[config.mk]
export PLATFORM = sky130hd
export DESIGN_NAME = qspi_line_fill_ctrl
export DESIGN_NICKNAME = d
export VERILOG_FILES = /design/src/rtl/qspi_pkg.sv /design/src/rtl/qspi_fill_timer.sv /design/src/rtl/qspi_line_fill_ctrl.sv
export SDC_FILE = /design/constraint.sdc
export NUM_CORES = 1
export LEC_CHECK = 0
export ABC_AREA = 1
export ABC_CLOCK_PERIOD_IN_PS = 3500
export BUFFER_PORTS_ARGS = -buffer_cell sky130_fd_sc_hd__buf_2
export CAP_MARGIN = 20
export CORE_UTILIZATION = 40
export DETAILED_ROUTE_END_ITERATION = 6
export PLACE_DENSITY = 0.62
export SLEW_MARGIN = 20
export SYNTH_ARGS = -nofsm -noshare
export SYNTH_HDL_FRONTEND = slang
export SYNTH_SLANG_ARGS = --single-unit
[constraint.sdc]
create_clock -name sd_clk -period 3.5 [get_ports sd_clk]
set_clock_uncertainty 0.1 [all_clocks]
set_input_delay 0.7 -clock sd_clk [delete_from_list [all_inputs] [get_ports sd_clk]]
set_output_delay 0.7 -clock sd_clk [all_outputs]
set_load 0.01 [all_outputs]
[src/rtl/qspi_pkg.sv]
// rtl/qspi_pkg.sv - shared types and constants for the QSPI line-fill path
package qspi_pkg;

    localparam int QSPI_ADDR_W     = 24;
    localparam int QSPI_LINE_WORDS = 8;
    // Byte offset within a 16-byte line; shared with the QSPI read front-end
    localparam int LINE_OFS_W      = 4;

    typedef enum logic [2:0] {
        ST_IDLE,
        ST_REQ,
        ST_DATA,
        ST_DONE,
        ST_ABORT
    } fill_state_t;

endpackage

[src/rtl/qspi_fill_timer.sv]
// rtl/qspi_fill_timer.sv - stall counter with terminal-count flag for SDRAM waits
module qspi_fill_timer #(
    parameter int TIMEOUT = 255
) (
    input  logic sd_clk,
    input  logic rst,
    input  logic clr,
    input  logic inc,
    output logic expired
);

    localparam int CNT_W = $clog2(TIMEOUT + 1);

    logic [CNT_W-1:0] cnt;

    // Saturates at TIMEOUT so a held count cannot wrap back below the limit
    always_ff @(posedge sd_clk or posedge rst) begin
        if (rst) begin
            cnt <= '0;
        end else if (clr) begin
            cnt <= '0;
        end else if (inc && !expired) begin
            cnt <= cnt + 1'b1;
        end
    end

    assign expired = (cnt == CNT_W'(TIMEOUT));

endmodule

[src/rtl/qspi_line_fill_ctrl.sv]
// rtl/qspi_line_fill_ctrl.sv - fetches 16-byte QSPI lines from SDRAM into the line RAM
module qspi_line_fill_ctrl
    import qspi_pkg::*;
#(
    parameter int ADDR_W     = QSPI_ADDR_W,
    parameter int DATA_W     = 16,
    parameter int LINE_WORDS = QSPI_LINE_WORDS,
    parameter int TIMEOUT    = 255
) (
    input  logic                          sd_clk,
    input  logic                          rst,
    input  logic                          qspi_rd_req,
    input  logic [ADDR_W-1:0]             qspi_rd_addr,
    output logic                          qspi_rd_busy,
    output logic                          fill_done,
    output logic                          line_valid,
    output logic [ADDR_W-1:0]             line_tag,
    output logic                          sdr_rd_req,
    output logic [ADDR_W-1:0]             sdr_rd_addr,
    input  logic                          sdr_rd_ack,
    input  logic                          sdr_rd_valid,
    input  logic [DATA_W-1:0]             sdr_rd_data,
    output logic                          ram_wen,
    output logic [$clog2(LINE_WORDS)-1:0] ram_waddr,
    output logic [DATA_W-1:0]             ram_wdata,
    output logic                          err,
    input  logic                          err_clr
);

    localparam int WI_W = $clog2(LINE_WORDS);

    fill_state_t       state, state_nx;
    logic [ADDR_W-1:0] cur_addr;
    logic [ADDR_W-1:0] pend_addr;
    logic              pend_vld;
    logic [WI_W-1:0]   word_cnt;

    logic              in_fill, beat, last_beat, hit, dup, servicing, pend_wr;
    logic              next_vld, tmr_expired;
    logic [ADDR_W-1:0] next_addr;

    assign in_fill   = (state == ST_REQ) || (state == ST_DATA);
    assign servicing = (state == ST_DONE) || (state == ST_ABORT);
    assign beat      = (state == ST_DATA) && sdr_rd_valid;
    assign last_beat = beat && (word_cnt == WI_W'(LINE_WORDS - 1));

    // Line addresses are 16-byte aligned, so only the line-number bits matter
    assign hit = line_valid &&
                 (qspi_rd_addr[ADDR_W-1:LINE_OFS_W] == line_tag[ADDR_W-1:LINE_OFS_W]);
    assign dup = (qspi_rd_addr[ADDR_W-1:LINE_OFS_W] == cur_addr[ADDR_W-1:LINE_OFS_W]);

    assign pend_wr   = qspi_rd_req && in_fill && !dup;
    // A request landing in DONE/ABORT beats the older pending entry
    assign next_vld  = qspi_rd_req || pend_vld;
    assign next_addr = qspi_rd_req ? qspi_rd_addr : pend_addr;

    qspi_fill_timer #(
        .TIMEOUT (TIMEOUT)
    ) u_timer (
        .sd_clk  (sd_clk),
        .rst     (rst),
        .clr     (!in_fill || (state == ST_REQ && sdr_rd_ack) || beat),
        .inc     (in_fill),
        .expired (tmr_expired)
    );

    always_comb begin
        state_nx     = state;
        qspi_rd_busy = (state != ST_IDLE);
        fill_done    = (state == ST_DONE);
        sdr_rd_req   = (state == ST_REQ);
        sdr_rd_addr  = (state == ST_REQ) ? cur_addr : '0;
        ram_wen      = beat;
        ram_waddr    = beat ? word_cnt : '0;
        ram_wdata    = beat ? sdr_rd_data : '0;
        case (state)
            ST_IDLE: begin
                if (qspi_rd_req && !hit) state_nx = ST_REQ;
            end
            ST_REQ: begin
                if (sdr_rd_ack)       state_nx = ST_DATA;
                else if (tmr_expired) state_nx = ST_ABORT;
            end
            ST_DATA: begin
                if (beat) begin
                    if (last_beat) state_nx = ST_DONE;
                end else if (tmr_expired) begin
                    state_nx = ST_ABORT;
                end
            end
            ST_DONE, ST_ABORT: begin
                state_nx = next_vld ? ST_REQ : ST_IDLE;
            end
            default: state_nx = ST_IDLE;
        endcase
    end

    always_ff @(posedge sd_clk or posedge rst) begin
        if (rst) begin
            state      <= ST_IDLE;
            cur_addr   <= '0;
            pend_addr  <= '0;
            pend_vld   <= 1'b0;
            word_cnt   <= '0;
            line_valid <= 1'b0;
            line_tag   <= '0;
            err        <= 1'b0;
        end else begin
            state <= state_nx;
            case (state)
                ST_IDLE: begin
                    if (qspi_rd_req && !hit) begin
                        cur_addr   <= qspi_rd_addr;
                        line_valid <= 1'b0;
                    end
                end
                ST_REQ: begin
                    if (sdr_rd_ack) word_cnt <= '0;
                end
                ST_DATA: begin
                    if (beat) word_cnt <= word_cnt + 1'b1;
                end
                ST_DONE: begin
                    line_valid <= 1'b1;
                    line_tag   <= cur_addr;
                end
                ST_ABORT: begin
                    line_valid <= 1'b0;
                end
                default: ;
            endcase

            if (servicing) begin
                pend_vld <= 1'b0;
                if (next_vld) cur_addr <= next_addr;
            end else if (pend_wr) begin
                pend_addr <= qspi_rd_addr;
                pend_vld  <= 1'b1;
            end

            if (state == ST_ABORT) err <= 1'b1;
            else if (err_clr)      err <= 1'b0;
        end
    end

endmodule
==> results.md <==
- Synthesized Nets: 757
- Vias in the first global route: between 4,000 and 5,000
- Crit Path Class: flop to output port
- Leak: approximately 3.4 nW
- DRT antenna net count: 0
- Layout area overhead: 20.3%
- Hold Path Depth: 2
- Layout cells sized above 1: between 20 and 25%
- Hold Fails Final Rpt: 0
- RSZ-0062 raised after global routing: false
- Pwr Density: ~860 nW/um2
- Peak supply drop: 455 uV
- Ys flop type: dfrtp_1
- Final min period: 2.75 ns
- Gpl congestion: 0.837
- Fill count: 1,244
- End of the worst hold path: line_tag[3]
- Worst hold start: line_tag[3]
- Max Clk Rate: ~360 MHz
- Final #Nets: between 800 and 900
- Status: completed
- Gate Count Post-Synth: 708
- Buffers on Ports: ~120
- Io pins: between 100 and 150
- Fraction of synthesis flops using an asynchronous set or reset pin: between 90% and 100%
- Initial Util: about two fifths
- R2R Path Start: state[1]
- Die Ht: about 110 um
- Synth Register Bits: 89
- Crit share post-route: 78.4%
- Setup crit start kind: flop
- Die X: between 100 and 150 um
- Overall routing resource usage: a little under a quarter
- First-pass detailed-route iteration total: 4
- Vias post-DR: 4,910
- Max_cap viols: 0
- Worst path required time: ~2.7 ns
- Largest net degree at the start of global routing: 53
- Residual DRC: 0
- Synth Area per Inst: a little over 7 um2
- Setup repair bufs after CTS: 0
- Pins Over Slew Limit: 0
- Clock sinks: 89
- Post-synth EDFFs: 0
- Avg Vias per Cell: approximately 5
- Final setup violation count: 0
- Yosys top cell by area: dfrtp_1
- Reg2Reg Depth: 8
- Initial drt markers: roughly 330
- Routed len/inst: ~14 um
- Core footprint: ~12,000 um2
- Rows: 40
- Worst r2r dst: pend_addr[6]
- Resize count post-CTS: 0
- DPL Wire Length: about 9.9 mm
- Synth area leaders: dfrtp_1 44%, nand2_1 15%, o21ai_0 6.9%
- Hold buffers post-CTS: 0
- Total negative slack: 0 ns
- Register area share after synthesis: a little over two fifths
- Total CTS buffers: 9
- Max clock buf depth: 2
- Worst Tran Pin Value: a little over 0.9 ns
- Synth top area share: around 44%
- Mapped cell area: 5090 um2
- Synth warn: 0
- Top cells by count, synth: 206 x nand2_1, 89 x dfrtp_1, 81 x inv_1
- Worst EP arrival: approximately 2 ns
- Total gr overflow: 0
- CTS Root Cell: clkbuf_16
- Post-Route WL: about 14 mm
- First-pass GRT wire length: about 24 mm
- Reg2Reg Setup Slack: roughly 1.1 ns
- Count leader, synth: nand2_1
- Max transition margin: 37.8%
- Total Power: 5.28 mW
- Clk slew on worst S/H paths: roughly 0.070 ns
- Crit Path Max Fanout: 22
- N_diodes: 0
- Initial antenna violation count: 0
- Clock Latency Late Sink: 0.35 ns
- Die area: between 10,000 and 15,000 um2
- CTS tree: yes
- Count of different cell masters after synthesis: 31
- Class of the worst hold path: flop to flop
- Crit path capture type: output port
- H-tree levels: 3
[cell usage in the layout, fill, tap and decap left out, types with 3 or more instances in the layout]
| master | count |
|---|---|
| o21ai_0 | 70 |
| bufinv_16 | 3 |
| clkbuf_16 | 9 |
| xor2_1 | 7 |
| o21ai_1 | 13 |
| inv_1 | 80 |
| nor2_1 | 63 |
| nand3_1 | 33 |
| or2_1 | 3 |
| nand4_1 | 29 |
| nor3_1 | 3 |
| xnor2_1 | 12 |
| nand2_1 | 206 |
| a21oi_1 | 4 |
| dfrtp_1 | 89 |
| ha_1 | 3 |
| buf_2 | 118 |
| buf_4 | 8 |
| clkinv_2 | 3 |
| nand2_2 | 21 |
| inv_2 | 24 |
[final cells by class]
| cell class | instances | area [um2] | share of cell area [%] |
|---|---|---|---|
| Clock buffer | 9 | 225 | 3.68 |
| Clock inverter | 7 | 118 | 1.92 |
| Sequential cell | 89 | 2230 | 36.4 |
| Timing Repair Buffer | 126 | 651 | 10.6 |
| Inverter | 105 | 395 | 6.45 |
| Multi-Input combinational cell | 482 | 2300 | 37.5 |
| Tap cell | 168 | 210 | 3.43 |
[cell families (layout without fill, tap and decap cells)]
family / after synthesis / count (layout) / share of synthesized area [%]
buf+inv: 137 / 247 / 11.2
flops: 89 / 89 / 43.7
compound gates: 92 / 92 / 9.27
fa+ha+maj: 3 / 3 / 0.737
xor+xnor: 19 / 19 / 3.27
simple gates: 368 / 368 / 31.8
[worst max-delay path by stage]
stage                     cells past startpoint    startpoint           to  slack (ns)
final                                         5      state[1]      ram_wen        0.75
after global routing                          6      state[0]      ram_wen        0.51
after CTS                                     6      state[0]      ram_wen        0.71
after detailed placement                      4  sdr_rd_valid      ram_wen        0.93
after global placement                        4  sdr_rd_valid      ram_wen        0.98
after floorplan                               1           rst  cur_addr[0]        0.39
[flip-flops by register name, summed over array words and instances, names as in the netlist]
name	flops
cur_addr	24
line_valid	1
err	1
line_tag	24
state	3
pend_vld	1
pend_addr	24
u_timer.cnt	8
word_cnt	3
[power breakdown]
part / internal [mW] / switching, mW
Clock: 0.699 / 0.419
Sequential: 1.49 / 0.326
Combinational: 0.835 / 1.51
Total: 3.02 / 2.26
[through the flow]
step,util [%],cells,hold WS [ns],area (um2),worst slack [ns]
finish,50.2,986,0.387,6130,0.755
detailed placement,47.4,970,0.375,5780,0.925
floorplan,-,708,0.353,5090,0.393
CTS,50.2,986,0.392,6130,0.715
global placement,47.4,970,0.365,5780,0.981
global route,50.2,986,0.414,6130,0.506
[metal layers]
layer  wire (um)  up-vias  global-route usage [%]
li1            -     2421                       -
met1        6270     2304                    30.7
met2        6930      165                    39.3
met3         784       20                    3.69
met4         269        0                    7.62
met5           0        -                       0
[critical path, stage by stage, from the launching register on]
cell and delay, ns:
dfrtp_1 0.44, nand3_1 0.15, inv_1 0.05, nand2_1 0.49, inv_1 0.25, buf_2 0.21
No activity file was read; power rests on OpenSTA's default activity.
